===== config.mk =====
export PLATFORM = sky130hd
export DESIGN_NAME = udp_cmd_ctrl_flat
export DESIGN_NICKNAME = d
export VERILOG_FILES = /design/src/rtl/udp_cmd_ctrl_if.sv /design/src/rtl/udp_cmd_ctrl.sv /design/src/flat_wrapper.sv
export SDC_FILE = /design/constraint.sdc
export NUM_CORES = 1
export LEC_CHECK = 0
export CORE_UTILIZATION = 35
export DETAILED_ROUTE_END_ITERATION = 7
export GPL_TIMING_DRIVEN = 0
export PLACE_DENSITY = 0.64
export SLEW_MARGIN = 15
export SYNTH_ARGS = -nofsm -noshare
export SYNTH_HDL_FRONTEND = slang
export SYNTH_SLANG_ARGS = --single-unit

===== constraint.sdc =====
create_clock -name aclk -period 3.4 [get_ports aclk]
set_input_delay 0.68 -clock aclk [delete_from_list [all_inputs] [get_ports aclk]]
set_output_delay 0.68 -clock aclk [all_outputs]
set_load 0.02 [all_outputs]

===== src/rtl/udp_cmd_ctrl_if.sv =====
// Command bus between register write port, queue and UDP engine.
// Write side carries control words; command side is a valid/ready handshake.
interface udp_cmd_ctrl_if #(
    parameter int DATA_WIDTH = 32,
    parameter int HOST_W     = 4,
    parameter int DST_W      = 4,
    parameter int PKT_W      = 4
);
    logic [DATA_WIDTH-1:0] data;
    logic                  wren;
    logic                  cmd_ready;
    logic                  cmd_valid;
    logic [HOST_W-1:0]     host;
    logic [DST_W-1:0]      dst;
    logic [PKT_W-1:0]      packet;
    logic                  start_udp_o;

    modport master (
        output data, wren, cmd_ready,
        input  cmd_valid, host, dst, packet, start_udp_o
    );

    modport slave (
        input  data, wren, cmd_ready,
        output cmd_valid, host, dst, packet, start_udp_o
    );
endinterface


===== src/rtl/udp_cmd_ctrl.sv =====
// Queued UDP command decoder with show-ahead head and start pulse.
// UDP_CMD_STATUS_EN adds status_o (occupancy + saturating drop count).
module udp_cmd_ctrl #(
    parameter int DATA_WIDTH = 32,
    parameter int HOST_W     = 4,
    parameter int DST_W      = 4,
    parameter int PKT_W      = 4,
    parameter int DEPTH      = 4
) (
    input  logic aclk,
    input  logic aresetn,
    input  logic clr_ovf,
    udp_cmd_ctrl_if.slave bus,
    output logic full_o,
`ifdef UDP_CMD_STATUS_EN
    output logic overflow_o,
    output logic [15:0] status_o
`else
    output logic overflow_o
`endif
);
    localparam int EW = HOST_W + DST_W + PKT_W;
    localparam int AW = $clog2(DEPTH);
    localparam int PW = AW + 1;

    if (1 + EW > DATA_WIDTH) begin : g_bad_width
        $error("udp_cmd_ctrl: fields exceed DATA_WIDTH");
    end
    if (DEPTH < 2 || (1 << AW) != DEPTH) begin : g_bad_depth
        $error("udp_cmd_ctrl: DEPTH must be a power of two >= 2");
    end
    if (DATA_WIDTH > EW + 1) begin : g_unused
        logic unused_hi;
        assign unused_hi = ^bus.data[DATA_WIDTH-1:EW+1];
    end

    logic [EW-1:0] mem_q [DEPTH];
    logic [EW-1:0] mem_d [DEPTH];
    logic [PW-1:0] wr_q, wr_d;
    logic [PW-1:0] rd_q, rd_d;
    logic          valid_q, valid_d;
    logic          full_q, full_d;
    logic          ovf_q, ovf_d;
    logic          push_req, push, pop, drop;
    logic [EW-1:0] head;

    always_comb begin
        push_req = bus.wren & bus.data[0];
        pop      = valid_q & bus.cmd_ready;
        // A full queue still accepts when the head leaves this cycle.
        push     = push_req & (~full_q | pop);
        drop     = push_req & full_q & ~pop;
        mem_d    = mem_q;
        if (push) begin
            mem_d[wr_q[AW-1:0]] = bus.data[EW:1];
        end
        wr_d    = wr_q + PW'(push);
        rd_d    = rd_q + PW'(pop);
        valid_d = wr_d != rd_d;
        full_d  = (wr_d - rd_d) == PW'(DEPTH);
        ovf_d   = drop | (ovf_q & ~clr_ovf);
    end

    always_ff @(posedge aclk or negedge aresetn) begin
        if (!aresetn) begin
            for (int i = 0; i < DEPTH; i++) begin
                mem_q[i] <= '0;
            end
            wr_q    <= '0;
            rd_q    <= '0;
            valid_q <= 1'b0;
            full_q  <= 1'b0;
            ovf_q   <= 1'b0;
        end else begin
            mem_q   <= mem_d;
            wr_q    <= wr_d;
            rd_q    <= rd_d;
            valid_q <= valid_d;
            full_q  <= full_d;
            ovf_q   <= ovf_d;
        end
    end

    assign head            = mem_q[rd_q[AW-1:0]];
    assign bus.host        = head[HOST_W-1:0];
    assign bus.dst         = head[HOST_W+DST_W-1:HOST_W];
    assign bus.packet      = head[EW-1:HOST_W+DST_W];
    assign bus.cmd_valid   = valid_q;
    assign bus.start_udp_o = pop;
    assign full_o          = full_q;
    assign overflow_o      = ovf_q;

`ifdef UDP_CMD_STATUS_EN
    logic [7:0]    drops_q, drops_d;
    logic [PW-1:0] occ;

    always_comb begin
        drops_d = drops_q;
        if (drop && drops_q != 8'hFF) begin
            drops_d = drops_q + 8'd1;
        end
    end

    always_ff @(posedge aclk or negedge aresetn) begin
        if (!aresetn) begin
            drops_q <= '0;
        end else begin
            drops_q <= drops_d;
        end
    end

    assign occ      = wr_q - rd_q;
    assign status_o = {drops_q, 8'(occ)};
`endif
endmodule


===== src/flat_wrapper.sv =====
// flat-port wrapper written by rule: the top's interface ports become plain ports
module udp_cmd_ctrl_flat 
#(
    parameter int DATA_WIDTH = 32,
    parameter int HOST_W     = 4,
    parameter int DST_W      = 4,
    parameter int PKT_W      = 4,
    parameter int DEPTH      = 4
)
  (aclk, aresetn, clr_ovf, full_o, overflow_o, bus_data, bus_wren, bus_cmd_ready, bus_cmd_valid, bus_host, bus_dst, bus_packet, bus_start_udp_o);
  udp_cmd_ctrl_if #(.DATA_WIDTH(DATA_WIDTH), .HOST_W(HOST_W), .DST_W(DST_W), .PKT_W(PKT_W)) bus_i ();
  input  logic aclk;
  input  logic aresetn;
  input  logic clr_ovf;
  output logic full_o;
  output logic overflow_o;
  input wire logic [$bits(bus_i.data)-1:0] bus_data;
  input wire logic [$bits(bus_i.wren)-1:0] bus_wren;
  input wire logic [$bits(bus_i.cmd_ready)-1:0] bus_cmd_ready;
  output wire logic [$bits(bus_i.cmd_valid)-1:0] bus_cmd_valid;
  output wire logic [$bits(bus_i.host)-1:0] bus_host;
  output wire logic [$bits(bus_i.dst)-1:0] bus_dst;
  output wire logic [$bits(bus_i.packet)-1:0] bus_packet;
  output wire logic [$bits(bus_i.start_udp_o)-1:0] bus_start_udp_o;
  assign bus_i.data = bus_data;
  assign bus_i.wren = bus_wren;
  assign bus_i.cmd_ready = bus_cmd_ready;
  assign bus_cmd_valid = bus_i.cmd_valid;
  assign bus_host = bus_i.host;
  assign bus_dst = bus_i.dst;
  assign bus_packet = bus_i.packet;
  assign bus_start_udp_o = bus_i.start_udp_o;
  udp_cmd_ctrl #(.DATA_WIDTH(DATA_WIDTH), .HOST_W(HOST_W), .DST_W(DST_W), .PKT_W(PKT_W), .DEPTH(DEPTH)) u_core (.aclk(aclk), .aresetn(aresetn), .clr_ovf(clr_ovf), .bus(bus_i), .full_o(full_o), .overflow_o(overflow_o));
endmodule

# Word level (Yosys, flattened, before mapping)
# Cells that the tools add are included.
word_totals:
  out_inout_bits: 16
  wordCells: 37
  latchBits: 0
  inputBits: 37
  ram_bits: 0
  register_bits: 57
  memories: 0
  mem_bits_ro: 0
op_classes:
  shift: 0
  n_reduce_logical: 1
  n_lt_le_gt_ge: 3
  n_addsub: 3
  mul: 0
  n_div: 0
  eq_ne: 2
  muxes: 6
  n_bitwise: 13
op_table:
  columns: ["op", "n"]
  rows:
  - ["$bwmux W48", 1]
  - ["$mux W12", 3]
  - ["$bmux W12 S2", 1]
  - ["$demux W12 S2", 1]
  - ["$add A3 B1 Y3", 2]
  - ["$and A1 B1 Y1", 6]
  - ["$ge A3 B3 Y1 const B", 2]
  - ["$not A2 Y3", 2]
  - ["$eq A3 B3 Y1 const B", 1]
  - ["$lt A3 B1 Y1 const B", 1]
  - ["$ne A3 B3 Y1", 1]
  - ["$not A1 Y1", 3]
  - ["$sub A3 B3 Y3", 1]
  - ["$or A1 B1 Y1", 2]
  - ["$logic_and A1 B1 Y1", 1]

# Logic depth before layout (Yosys ltp)
# Gate-level depths: netlist of the first run.
depth:
  ltp_word: 6
  ltp_mapped: 8

# Least setup slack after synthesis of the first run
# OpenSTA, ideal clock, no wires.
synth_path:
  path_kind: "input to register"
  from: "in bus_cmd_ready"
  to: "reg u_core.full_q, in the netlist u_core.full_o"
  path_slack_ps: 1344
  path_buffers: 0
  cell_stages: 7
  required_ps: 3271
  arrival_time_ps: 1927
  cell_sequence: "a21boi_2 -> nor2_1 -> ha_1 -> ha_1 -> ha_1 -> nand4b_1 -> mux2i_1"
synth_between:
  elab_chain_len: 6
synth_rtl:
  columns: ["element", "line", "rtl"]
  rows:
  - ["from (decl)", "flat_wrapper.sv:19", "input wire logic [$bits(bus_i.cmd_ready)-1:0] bus_cmd_ready;"]
  - ["$and A1 B1 Y1", "udp_cmd_ctrl.sv:49", "pop = valid_q & bus.cmd_ready;"]
  - ["$or A1 B1 Y1", "udp_cmd_ctrl.sv:51", "push = push_req & (~full_q | pop);"]
  - ["$and A1 B1 Y1", "udp_cmd_ctrl.sv:51", null]
  - ["$add A3 B1 Y3", "udp_cmd_ctrl.sv:57", "wr_d = wr_q + PW'(push);"]
  - ["net u_core.wr_d[1]", "udp_cmd_ctrl.sv:39", "logic [PW-1:0] wr_q, wr_d;"]
  - ["$sub A3 B3 Y3", "udp_cmd_ctrl.sv:60", "full_d = (wr_d - rd_d) == PW'(DEPTH);"]
  - ["$eq A3 B3 Y1", "udp_cmd_ctrl.sv:60", null]
  - ["net u_core.full_d", "udp_cmd_ctrl.sv:42", "logic full_q, full_d;"]
  - ["to (signal assigned)", "udp_cmd_ctrl.sv:79", "full_q <= full_d;"]
  - ["to (decl)", "udp_cmd_ctrl.sv:42", null]
# The timed path passes the listed nets, and every way through them passes these cells.
# A chain may end at the register's enable or synchronous reset.

# Worst setup path in the final report of the first run
layout_path:
  from: "reg u_core.rd_q[0]"
  to: "out bus_dst[3]"
layout_between:
  elab_chain_len: 4
layout_rtl:
  columns: ["element", "line", "rtl"]
  rows:
  - ["from (decl)", "udp_cmd_ctrl.sv:40", "logic [PW-1:0] rd_q, rd_d;"]
  - ["from (signal assigned)", "udp_cmd_ctrl.sv:77", "rd_q <= rd_d;"]
  - ["$not A2 Y3 (implied by the code)", "udp_cmd_ctrl.sv:84", "assign head = mem_q[rd_q[AW-1:0]];"]
  - ["$bmux W12 S2", "udp_cmd_ctrl.sv:84", null]
  - ["$mux W12 (implied by the code) (2 in series)", "udp_cmd_ctrl.sv:84", null]
  - ["to (decl)", "flat_wrapper.sv:22", "output wire logic [$bits(bus_i.dst)-1:0] bus_dst;"]
# No other way between the ends. The select of a mux whose other input is x is not followed.

==> reports/metrics.yaml, run 1 <==
syn2layout_area_growth_pct: 26.0
slew_viol_final: 0
die-area_mm2: 0.00761
cts_tree: "built"
ir_worst_vdd_uv: 436
synth_seq_cells: 57
setup-tns-final_ps: 0
hold_violations: 0
cts_resized: 0
max_stage_delay_ps: 570
synthTopCellsByArea: "dfrtp_1, mux2_2, mux4_2"
p_sw_w: 0.00103
grt_usage: 0.140
gp_congestion: 0.713
crit_start: "u_core.rd_q[0]"
antenna_found_initial: 0
fillers: 636
worst_pin_slew_ps: 727
synth_top_cell_by_area: "dfrtp_1"
synth_top_area_frac: 0.561
grt_pass1_wl_um: 7630
num_rows: 30
drc: 0
drive_above_1_share: 0.427
yosysSeqAreaShare: 0.561
cts_setup_buffers: 0
drt_iter0_markers: 63
yosysWarnings: 0
numCtsBuffers: 9
synth_edf_count: 0
fin_area_mm2: 0.00320
nets: 238
synth_cell_types: 23
post-route-period-util: 0.873
synth.avg_cell_area_um2: 16.8
postCtsHoldBufs: 0
place_hpwl_um: 2970
first_global_vias: 1486
cts_buffer_depth: 2
core_area_mm2: 0.00691
vias: 1412
syn-cell-area_mm2: 0.00254
max_slew_margin: 0.515
holdWs_ps: 401
diodes: 0
cp_max_fo: 10
fp.dieW_um: 87.2
insertion_delay_ps: 330
dpl_cell_area_mm2: 0.00299
cts.root.buffer_cell: "clkbuf_8"
vias_per_cell: 4.79
p_leak_nw: 1.38
rsz0062_at_grt: "false"
required_ps: 2720
pwr-share-clk: 0.199
gr-total-overflow: 0
path_cells: "buf_2, mux4_2, clkdlybuf4s50_1"
p_int_w: 0.00230
power_frac_comb: 0.441
io_buffers: 33
most-common-layout-cells: "dfrtp_1, mux2_2, clkdlybuf4s50_1, clkbuf_8, mux4_2"
setup_viol: 0
layout_commonest_cell: "dfrtp_1"
power_density_mw_per_mm2: 1040
r2r-start: "u_core.bus.cmd_valid"
wl_per_cell_um: 15.7
total_power_w: 0.00333
fp.dieH_um: 87.2
firstDrtPassIters: 4
ys.flop_type: "dfrtp_1"
postLayoutCoreUtil: 0.464
initial_core_util: 0.368
crit_buf_inv: 2
start_kind: "flip-flop"
critical-path-top-delay-family: "buffers and inverters"
cts_htree_levels: 3
crit_slowest_cell: "mux4_2"
period_minus_slack_ps: 2970
synth_cells: 151
status: "complete, no violations"
end_kind: "output port"
crit_type: "reg -> out"
ant_nets: 0
clock_skew_ps: 6.57
drv_cap: 0
routed_wl_um: 4640
async_reset_ff_frac: 1.00
cts.clk_slew.worst_paths_ps: 60
syn-num-nets: 194
design.portCount: 53
cts.sinks: 57
hold_class: "in -> async"
fmax_mhz: 337
arrival_ps: 2290
seqPwrFrac: 0.360
switching_share: 0.309
grt_max_degree: 58
## power groups by stage
stage          clock [W]  combinational, W  sequential, W
2_1_floorplan          0           0.00103        0.00116
3_3_place_gp           0           0.00146        0.00120
3_5_place_dp           0           0.00149        0.00121
4_1_cts         0.000686           0.00149        0.00120
5_1_grt         0.000719           0.00158        0.00125
6_report        0.000663           0.00147        0.00120
## cell usage after synthesis (all sizes together), types with 2 or more instances
cell,n
ha,6
xor2,2
buf,5
nand3,3
mux2,48
mux4,12
nand2,2
dfrtp,57
inv,3
nor4b,2
## metrics by stage
stage	worst slack [ps]	cells
after floorplan	1340	151
after global placement	-204	280
after detailed placement	725	280
after CTS	361	295
after global routing	244	295
final	431	295
## routing by layer
layer	track usage	up-vias	wire, um	share of wire
met4	0.0402	0	54	0.012
met5	0	-	0	0
met3	0.0645	6	275	0.059
li1	-	646	-	-
met1	0.169	726	2080	0.45
met2	0.224	34	2230	0.48
## layout make-up
| class | instances | area, um^2 | share of cell area |
|---|---|---|---|
| buffer | 6 | 35.0 | 0.0109 |
| multi-input combinational | 85 | 1070 | 0.334 |
| clock inverter | 2 | 35.0 | 0.0109 |
| tap | 96 | 120 | 0.0375 |
| timing repair buffer | 33 | 328 | 0.102 |
| clock buffer | 13 | 179 | 0.0558 |
| inverter | 3 | 11.3 | 0.00351 |
| sequential | 57 | 1430 | 0.445 |
## path summary, 6_finish.rpt
check / cells past startpoint / slack [ps] / endpoint
max: 3 / 430 / bus_dst[3]
min: 1 / 400 / u_core.mem_q[40]
max reg2reg: 7 / 1470 / u_core.full_o
min reg2reg: 1 / 470 / u_core.rd_q[2]
max in group asynchronous: 1 / 2510 / u_core.mem_q[36]
min in group aclk: 1 / 470 / u_core.rd_q[2]
## logic make-up after synthesis
family | Yosys count | share of synthesized area
xor gates and xnor gates | 3 | 0.0103
and+or+nand+nor | 13 | 0.0369
muxes | 61 | 0.338
buffers and inverters | 9 | 0.0182
AOI/OAI and AO/OA | 2 | 0.00640
adders and majority gates | 6 | 0.0295
DFF | 57 | 0.561
## sequential cells by signal (all words and copies together), names as in the netlist
register,flops
u_core.mem_q,48
u_core.rd_q,3
u_core.wr_q,3
u_core.bus.cmd_valid,1
u_core.full_o,1
u_core.overflow_o,1
Power figures use the tool's default switching activity.
==> run 2, diff against run 1 <==
Settings changed: ABC_AREA from default to 1.
==> run 2 against run 1 <==
Critical path type unchanged. Wire length increased by 37%. Maximum frequency decreased by 4.5%. Clock power up 6.6%. Critical path depth is 2 higher. First-iteration DRC count grew 94%. Count of clock-buffer cells in the layout shrank 2. Utilization decreased by 0.81 points. Critical endpoint is now bus_host[2]. Final cell count rose by 48%.
==> reports/metrics.yaml, run 2 <==
p_sw_w: 0.00138
synth_top_cell_by_area: "dfrtp_1"
p_leak_nw: 1.56
yosysSeqAreaShare: 0.534
gp_congestion: 0.761
design.portCount: 53
final-seq-area_mm2: 0.00143
dpl_cell_area_mm2: 0.00312
fillers: 715
cts_htree_levels: 3
drc: 0
cts_resized: 0
setup_viol: 0
crit_type: "reg -> out"
end_kind: "output port"
crit_start: "u_core.rd_q[0]"
synth_cell_types: 15
fp.dieW_um: 89.3
io_buffers: 33
crit_path_end: "bus_host[2]"
slew_viol_final: 0
hold_violations: 0
power_frac_comb: 0.456
firstDrtPassIters: 4
regMostFlops: "u_core.mem_q"
rsz0062_at_grt: "false"
drive_above_1_share: 0.136
numCtsBuffers: 9
cts.sinks: 57
gr-total-overflow: 0
postLayoutCoreUtil: 0.456
required_ps: 2720
cts.clk_slew.worst_paths_ps: 70
seqPwrFrac: 0.342
total_power_w: 0.00349
grt_max_degree: 58
num_rows: 31
fp.dieH_um: 89.3
r2r_slack_ps: 1340
drv_cap: 0
cts_tree: "built"
grt_pass1_wl_um: 10400
ant_nets: 0
hold_class: "in -> async"
synth_cells: 290
start_kind: "flip-flop"
power_density_mw_per_mm2: 1040
cp_max_fo: 10
initial_core_util: 0.364
synthTopCellsByArea: "dfrtp_1, nand2_1, o21ai_1"
largest_reg_flops: 48
pwr-share-clk: 0.203
nets: 377
vias: 2144
reg.largest.list: "u_core.mem_q (48), u_core.rd_q (3), u_core.wr_q (3)"
syn2layout_area_growth_pct: 25.2
async_reset_ff_frac: 1.00
post-route-period-util: 0.914
postCtsHoldBufs: 0
fin_area_mm2: 0.00334
arrival_ps: 2430
place_hpwl_um: 4190
synth_most_common_cell: "nand2_1"
status: "complete, no violations"
holdWs_ps: 391
fmax_mhz: 322
r2r-start: "u_core.bus.cmd_valid"
antenna_found_initial: 0
ys.flop_type: "dfrtp_1"
synth_seq_cells: 57
p_int_w: 0.00210
cts_buffer_depth: 2
period_minus_slack_ps: 3110
ir_worst_vdd_uv: 420
insertion_delay_ps: 340
diodes: 0
layout_commonest_cell: "nand2_1"
routed_wl_um: 6370
synth_commonest_cells: "nand2_1, dfrtp_1, o21ai_1"
die-area_mm2: 0.00798
r2r_end: "u_core.full_o"
wl_per_cell_um: 14.6
yosysWarnings: 0
worst_pin_slew_ps: 719
max_slew_margin: 0.521
reg2reg_depth: 10
first_global_vias: 2047
core_area_mm2: 0.00733
synth.avg_cell_area_um2: 9.21
switching_share: 0.397
synth_edf_count: 0
grt_usage: 0.181
cts.root.buffer_cell: "clkbuf_8"
clock_skew_ps: 10.4
vias_per_cell: 4.89
cts_setup_buffers: 0
synth_top_area_frac: 0.534
most-common-layout-cells: "nand2_1, dfrtp_1, o21ai_1, clkdlybuf4s50_1"
syn-cell-area_mm2: 0.00267
drt_iter0_markers: 122
syn-num-nets: 333
multi_input_area_mm2: 0.00103
-- run 2: worst min path at each step --
| stage | end | slack, ps | cells after the start |
|---|---|---|---|
| after detailed placement | u_core.mem_q[30] | 460 | 2 |
| final | u_core.mem_q[17] | 390 | 1 |
| after global routing | u_core.mem_q[17] | 450 | 1 |
| after global placement | u_core.mem_q[19] | 460 | 2 |
| after floorplan | u_core.bus.cmd_valid | 380 | 0 |
| after CTS | u_core.mem_q[10] | 430 | 1 |
-- run 2: area by class of cell --
class / instances / area share
clock buffers: 11 / 0.0423
multi-input cells: 193 / 0.309
flip-flops and latches: 57 / 0.427
plain buffers: 14 / 0.0337
well taps: 99 / 0.0371
repair buffers: 33 / 0.0981
inverters: 26 / 0.0292
clock inverters: 5 / 0.0236
-- run 2: stage by stage --
stage | setup TNS [ps] | std cells | setup WS [ps]
finish | 0 | 438 | 291
global route | 0 | 438 | 132
CTS | 0 | 438 | 265
detailed placement | 0 | 422 | 577
global placement | -12750 | 422 | -226
floorplan | 0 | 290 | 1210
-- run 2: logic make-up (layout without fill, tap and decap cells) --
kind of cell	count (synthesis)	after routing	share of synthesized area
buffers and inverters	40	89	0.0787
AO/OA/AOI/OAI	87	87	0.197
AND/OR/NAND/NOR	100	100	0.162
flip-flops	57	57	0.534
adder cells (fa/ha/maj)	6	6	0.0281
-- run 2: power by group through the flow --
| stage | combinational, W | clock, W | sequential (W) |
|---|---|---|---|
| final | 0.00159 | 0.000707 | 0.00119 |
| after global routing | 0.00178 | 0.000751 | 0.00123 |
| after CTS | 0.00161 | 0.000716 | 0.00119 |
| after detailed placement | 0.00159 | 0 | 0.00120 |
| after global placement | 0.00156 | 0 | 0.00119 |
| after floorplan | 0.00104 | 0 | 0.00116 |
-- run 2: metal layers --
layer,global-route usage,part of all wire,vias up
met5,0,0,-
met4,0.0664,0.011,0
met3,0.0443,0.059,6
met2,0.276,0.47,54
met1,0.251,0.46,1041
li1,-,-,1043
-- run 2: critical path: stages, from the launching register on --
cell	delay [ps]
dfrtp_1	470
inv_1	180
clkbuf_1	470
nor2_1	80
o22ai_1	240
clkdlybuf4s50_1	640
==> run 3, diff against run 2 <==
Settings changed: CTS_CLUSTER_SIZE from default to 30, HOLD_SLACK_MARGIN from default to 0.06.
==> results of run 3 <==
Same layout as run 2: the final DEF is identical, and so are final timing and power.
